--- src/rtl/dmem_arbiter.sv ---
// Two-port round-robin arbiter in front of a single-port word-addressed data memory.
// Converts byte accesses to word accesses, merges sub-word stores and formats load data.
module dmem_arbiter #(
    parameter int DMEM_WORDS = 1024
) (
    input  logic        CLK,
    input  logic        RST,
    input  logic [1:0]  M_REQ,
    input  logic [1:0]  M_WE,
    input  logic [63:0] M_ADDR,
    input  logic [63:0] M_WDATA,
    input  logic [3:0]  M_SIZE,
    input  logic [1:0]  M_SIGNED,
    output logic [1:0]  M_GNT,
    output logic [1:0]  M_RVALID,
    output logic [31:0] M_RDATA,
    output logic        M_ERR,
    output logic        AWVALID,
    output logic [31:0] AWADDR,
    output logic [31:0] WDATA,
    output logic [31:0] ARADDR,
    input  logic [31:0] RDATA
);

    localparam logic [31:0] DEPTH = 32'(DMEM_WORDS);

    typedef enum logic [1:0] {
        S_IDLE,
        S_ACCESS,
        S_RESP
    } state_t;

    state_t      state;
    state_t      state_next;
    logic        rr;
    logic        rr_next;
    logic        winner;
    logic        grant_any;

    logic [31:0] sel_addr;
    logic [31:0] sel_wdata;
    logic [1:0]  sel_size;
    logic        sel_we;
    logic        sel_signed;
    logic        sel_err;

    logic        port_q;
    logic        we_q;
    logic        signed_q;
    logic        err_q;
    logic [1:0]  size_q;
    logic [31:0] addr_q;
    logic [31:0] wdata_q;
    logic [31:0] result_q;

    logic [31:0] shifted;
    logic [31:0] load_data;
    logic [31:0] store_data;
    logic [31:0] word_idx;

    // A lone requester wins outright; rr only breaks ties.
    always_comb begin
        grant_any = |M_REQ;
        case (M_REQ)
            2'b01:   winner = 1'b0;
            2'b10:   winner = 1'b1;
            2'b11:   winner = rr;
            default: winner = 1'b0;
        endcase
    end

    always_comb begin
        sel_addr   = winner ? M_ADDR[63:32]  : M_ADDR[31:0];
        sel_wdata  = winner ? M_WDATA[63:32] : M_WDATA[31:0];
        sel_size   = winner ? M_SIZE[3:2]    : M_SIZE[1:0];
        sel_we     = winner ? M_WE[1]        : M_WE[0];
        sel_signed = winner ? M_SIGNED[1]    : M_SIGNED[0];
        sel_err    = 1'b0;
        if (sel_size == 2'b11) begin
            sel_err = 1'b1;
        end
        if (sel_size == 2'b01 && sel_addr[0]) begin
            sel_err = 1'b1;
        end
        if (sel_size == 2'b10 && sel_addr[1:0] != 2'b00) begin
            sel_err = 1'b1;
        end
        if ({2'b00, sel_addr[31:2]} >= DEPTH) begin
            sel_err = 1'b1;
        end
    end

    always_ff @(posedge CLK) begin
        if (RST) begin
            state    <= S_IDLE;
            rr       <= 1'b0;
            port_q   <= 1'b0;
            we_q     <= 1'b0;
            signed_q <= 1'b0;
            err_q    <= 1'b0;
            size_q   <= 2'b00;
            addr_q   <= '0;
            wdata_q  <= '0;
            result_q <= '0;
        end else begin
            state <= state_next;
            rr    <= rr_next;
            if (state == S_IDLE && grant_any) begin
                port_q   <= winner;
                we_q     <= sel_we;
                signed_q <= sel_signed;
                err_q    <= sel_err;
                size_q   <= sel_size;
                addr_q   <= sel_addr;
                wdata_q  <= sel_wdata;
            end
            if (state == S_ACCESS) begin
                result_q <= (we_q || err_q) ? 32'd0 : load_data;
            end
        end
    end

    always_comb begin
        state_next = state;
        rr_next    = rr;
        M_GNT      = 2'b00;
        case (state)
            S_IDLE: begin
                if (grant_any) begin
                    M_GNT[winner] = !RST;
                    rr_next       = ~winner;
                    state_next    = S_ACCESS;
                end
            end
            S_ACCESS: state_next = S_RESP;
            S_RESP:   state_next = S_IDLE;
            default:  state_next = S_IDLE;
        endcase
    end

    // Load path: bring the addressed lane down to bit 0, then extend.
    always_comb begin
        shifted   = RDATA >> {addr_q[1:0], 3'b000};
        load_data = RDATA;
        case (size_q)
            2'b00:   load_data = signed_q ? {{24{shifted[7]}}, shifted[7:0]}
                                          : {24'd0, shifted[7:0]};
            2'b01:   load_data = signed_q ? {{16{shifted[15]}}, shifted[15:0]}
                                          : {16'd0, shifted[15:0]};
            default: load_data = RDATA;
        endcase
    end

    // Store path: read-modify-write merge of the addressed lane(s).
    always_comb begin
        store_data = RDATA;
        case (size_q)
            2'b00: begin
                case (addr_q[1:0])
                    2'd0:    store_data[7:0]   = wdata_q[7:0];
                    2'd1:    store_data[15:8]  = wdata_q[7:0];
                    2'd2:    store_data[23:16] = wdata_q[7:0];
                    default: store_data[31:24] = wdata_q[7:0];
                endcase
            end
            2'b01: begin
                if (addr_q[1]) begin
                    store_data[31:16] = wdata_q[15:0];
                end else begin
                    store_data[15:0] = wdata_q[15:0];
                end
            end
            default: store_data = wdata_q;
        endcase
    end

    always_comb begin
        word_idx = {2'b00, addr_q[31:2]};
        ARADDR   = (state == S_ACCESS) ? word_idx : 32'd0;
        AWADDR   = (state == S_ACCESS) ? word_idx : 32'd0;
        WDATA    = (state == S_ACCESS) ? store_data : 32'd0;
        AWVALID  = (state == S_ACCESS) && we_q && !err_q && !RST;
        M_RVALID = 2'b00;
        M_RDATA  = 32'd0;
        M_ERR    = 1'b0;
        if (state == S_RESP && !RST) begin
            M_RVALID[port_q] = 1'b1;
            M_RDATA          = result_q;
            M_ERR            = err_q;
        end
    end

endmodule
--- config.mk ---
export PLATFORM = sky130hd
export DESIGN_NAME = dmem_arbiter
export DESIGN_NICKNAME = d
export VERILOG_FILES = /design/src/rtl/dmem_arbiter.sv
export SDC_FILE = /design/constraint.sdc
export NUM_CORES = 1
export LEC_CHECK = 0
export ABC_AREA = 1
export CELL_PAD_IN_SITES_DETAIL_PLACEMENT = 0
export CELL_PAD_IN_SITES_GLOBAL_PLACEMENT = 1
export CORE_ASPECT_RATIO = 0.75
export CORE_MARGIN = 1
export CORE_UTILIZATION = 31
export DETAILED_ROUTE_END_ITERATION = 16
export PLACE_DENSITY_LB_ADDON = 0.1
export REMOVE_ABC_BUFFERS = 1
export SKIP_CTS_REPAIR_TIMING = 1
export SLEW_MARGIN = 25
export SYNTH_ARGS = -nofsm -noshare
export SYNTH_HDL_FRONTEND = slang
export SYNTH_SLANG_ARGS = --single-unit
--- constraint.sdc ---
create_clock -name CLK -period 3.3 [get_ports CLK]
set_clock_uncertainty 0.15 [all_clocks]
set_input_delay 0.66 -clock CLK [delete_from_list [all_inputs] [get_ports CLK]]
set_output_delay 0.66 -clock CLK [all_outputs]
set_load 0.01 [all_outputs]
==> reports/results.txt <==
Layout Utilization: 0.4748
largest net degree at the start of global routing: 97
CTS tree: yes
share of layout cells above drive strength 1: 0.07666
worst path arrival time: 2.44 ns
Detailed Routing Iterations Pass 1: 5
Req. time, crit path: 2.49 ns
routability congestion estimate: 0.8901
Iter 0 DRT Violations: 659
Final min period: 3.252 ns
Die Area: 23940 µm²
sequential area share after synthesis: 0.2908
Die Width: 178.3 µm
first-pass GRT wire length: 44040 µm
Slew HR: 0.3481
Worst-Margin Slew: 0.9779 ns
Cell Pwr Density: 372.1 nW/µm²
Crit. End Element: output port
status: completed
Final Hold Fails: 0
worst-case reg-to-reg path depth: 9
CTS sink cnt: 105
CP Class: reg -> out
synth warn: 0
Syn Area/Cell: 6.023 µm²
DR DRC count: 0
Leak: 4.672 nW
# nets final: 1615
Setup WS pre-CTS: -0.02261 ns
clock root cell: clkbuf_16
DR vias: 8456
post-route ant nets: 0
unique cell type count in the Yosys netlist: 35
max-cap viol count: 0
crit-path cells: nand2_2 > nor2_4 > inv_4 > o21ai_2 > clkinvlp_4 > buf_4 > a21oi_2 > clkdlybuf4s50_1
final hold slack: 0.3172 ns
vias in the first global route: 7833
Mapped Cells: 1200
Synth Cell Area: 7228 µm²
fillers: 2428
Worst Hold Class: reg -> reg
die height: 134.2 µm
DP Wirelength: 21570 µm
CTS buffer count: 9
Ports: 306
clk buf depth: 2
DRT Wirelength: 28990 µm
Initial Util: 0.3218
Avg WL per Cell: 16.63 µm
max frequency: 307.5 MHz
Clock transition at path regs: 0.07 ns
hold path depth: 2
grt total ovfl: 0
Setup crit start kind: flop
FP Rows: 47
Placeable Area: 22460 µm²
Max Slew Vio Count: 0
Via density: 4.851
RSZ-0062 raised after global routing: false
period utilisation layout: 0.9854
H-tree levels: 3
worst-path maximum fanout: 9
Clock Latency Late Sink: 0.36 ns
initial antenna violation count: 5
synth-to-layout area growth: 47.55%
Final Setup Violations: 0
setup ws final: 0.04803 ns
CP max stage delay: 0.58 ns
Worst path slowest cell: clkdlybuf4s50_1
global-route usage over all layers: 0.2393
Max VDD drop: 0.0002619 V
FF+latch count, synth: 105
port buffer count: 301
==> cell type report <==
class / count / area [µm²] / share of cell area
inverters: 198 / 762.0 / 0.07145
clock buffers: 9 / 225.2 / 0.02112
repair inverters: 1 / 7.507 / 0.0007039
flip-flops and latches: 105 / 2106 / 0.1974
clock inverters: 7 / 58.81 / 0.005514
well taps: 294 / 367.9 / 0.03449
multi-input cells: 789 / 3805 / 0.3568
repair buffers: 339 / 3331 / 0.3123
diodes: 1 / 2.502 / 0.0002346
==> cells in the mapped netlist <==
master,n,share of area
buf_12,1,0.0028
clkbuf_1,45,0.023
nor4_1,1,0.00087
a31oi_1,16,0.014
nand3b_1,16,0.017
clkinv_1,2,0.0010
nor2_4,1,0.0016
o31ai_1,2,0.0021
nand2_4,7,0.011
inv_4,1,0.00087
clkinv_4,2,0.0024
a21oi_1,98,0.068
inv_2,6,0.0031
inv_1,187,0.097
nor2_2,2,0.0017
nand2_2,12,0.010
conb_1,1,0.00052
o2111ai_1,6,0.0073
dfxtp_1,105,0.29
buf_2,28,0.019
o21ai_1,6,0.0042
o21ai_0,69,0.048
o211ai_1,30,0.031
buf_4,36,0.037
o311ai_0,1,0.0012
a211oi_1,1,0.0010
a21oi_2,11,0.013
nand4_4,1,0.0029
buf_1,1,0.00052
nor2_1,116,0.060
o211ai_2,1,0.0017
o22ai_1,16,0.014
nand2_1,280,0.15
a32oi_1,2,0.0024
nand3_1,90,0.062
==> worst max-delay path: cells and delay by family (launching register included) <==
family	cells	cell delay [ns]
buf+inv	4	1.02
simple gates	2	0.30
compound gates	2	0.36
flops	1	0.40
==> cells by family (layout without fill, tap and decap cells) <==
family,Yosys count,in the layout,share of synthesized area
other,1,5,0.0005188
AO/OA/AOI/OAI,259,259,0.2077
buffers and inverters,309,554,0.1880
flip-flops,105,105,0.2908
AND/OR/NAND/NOR,526,526,0.3130
==> routing by layer <==
metal  vias to the layer above  wire length (µm)  GRT usage
met5                         -                53          0
met3                        22              2610    0.06179
met4                         8               203    0.04002
met2                       310             12600     0.3740
met1                      3858             13520     0.3329
li1                       4258                 -          -
==> registers in the layout, indices dropped and copies added (netlist names) <==
| signal | flops |
|---|---|
| addr_q | 32 |
| err_q | 1 |
| port_q | 1 |
| result_q | 32 |
| rr | 1 |
| signed_q | 1 |
| size_q | 2 |
| state | 2 |
| wdata_q | 32 |
| we_q | 1 |
==> worst paths after layout <==
path	startpoint	to	slack, ns
max reg2reg	state[0]	err_q	1.06
min reg2reg	result_q[18]	result_q[18]	0.32
min	result_q[18]	result_q[18]	0.32
max	size_q[0]	WDATA[1]	0.05
==> cell usage in the layout, fill, tap and decap left out, types with 3 or more instances in the layout <==
| master | count |
|---|---|
| nand3_1 | 90 |
| o2111ai_1 | 6 |
| inv_6 | 3 |
| nand2_4 | 7 |
| nand2_2 | 15 |
| dfxtp_1 | 104 |
| a21oi_2 | 13 |
| o21ai_0 | 68 |
| a21oi_1 | 96 |
| inv_2 | 7 |
| clkdlybuf4s50_1 | 295 |
| o22ai_1 | 16 |
| clkbuf_16 | 9 |
| conb_1 | 4 |
| o211ai_1 | 30 |
| o21ai_1 | 6 |
| buf_4 | 36 |
| inv_1 | 184 |
| nor2_1 | 115 |
| nand3b_1 | 16 |
| a31oi_1 | 16 |
| nand2_1 | 277 |
| dlymetal6s2s_1 | 5 |
==> per-stage QoR <==
| stage | power [W] | instances | setup TNS (ns) | cell area (µm²) |
|---|---|---|---|---|
| detailed placement | 0.002876 | 1721 | -0.02261 | 10300 |
| floorplan | 0.002177 | 1092 | -194.85 | 6636 |
| global placement | 0.002877 | 1721 | 0 | 10300 |
| finish | 0.003969 | 1743 | 0 | 10670 |
| global route | 0.004196 | 1743 | 0 | 10670 |
| CTS | 0.003973 | 1737 | -0.3530 | 10590 |
==> report_power, final <==
group / switching, W / total [W] / internal, W
combinational: 0.000825 / 0.00143 / 0.000603
clock: 0.000556 / 0.00109 / 0.000530
sequential: 0.0000761 / 0.00145 / 0.00138
total: 0.00146 / 0.00397 / 0.00251
No activity file was read; power rests on OpenSTA's default activity.
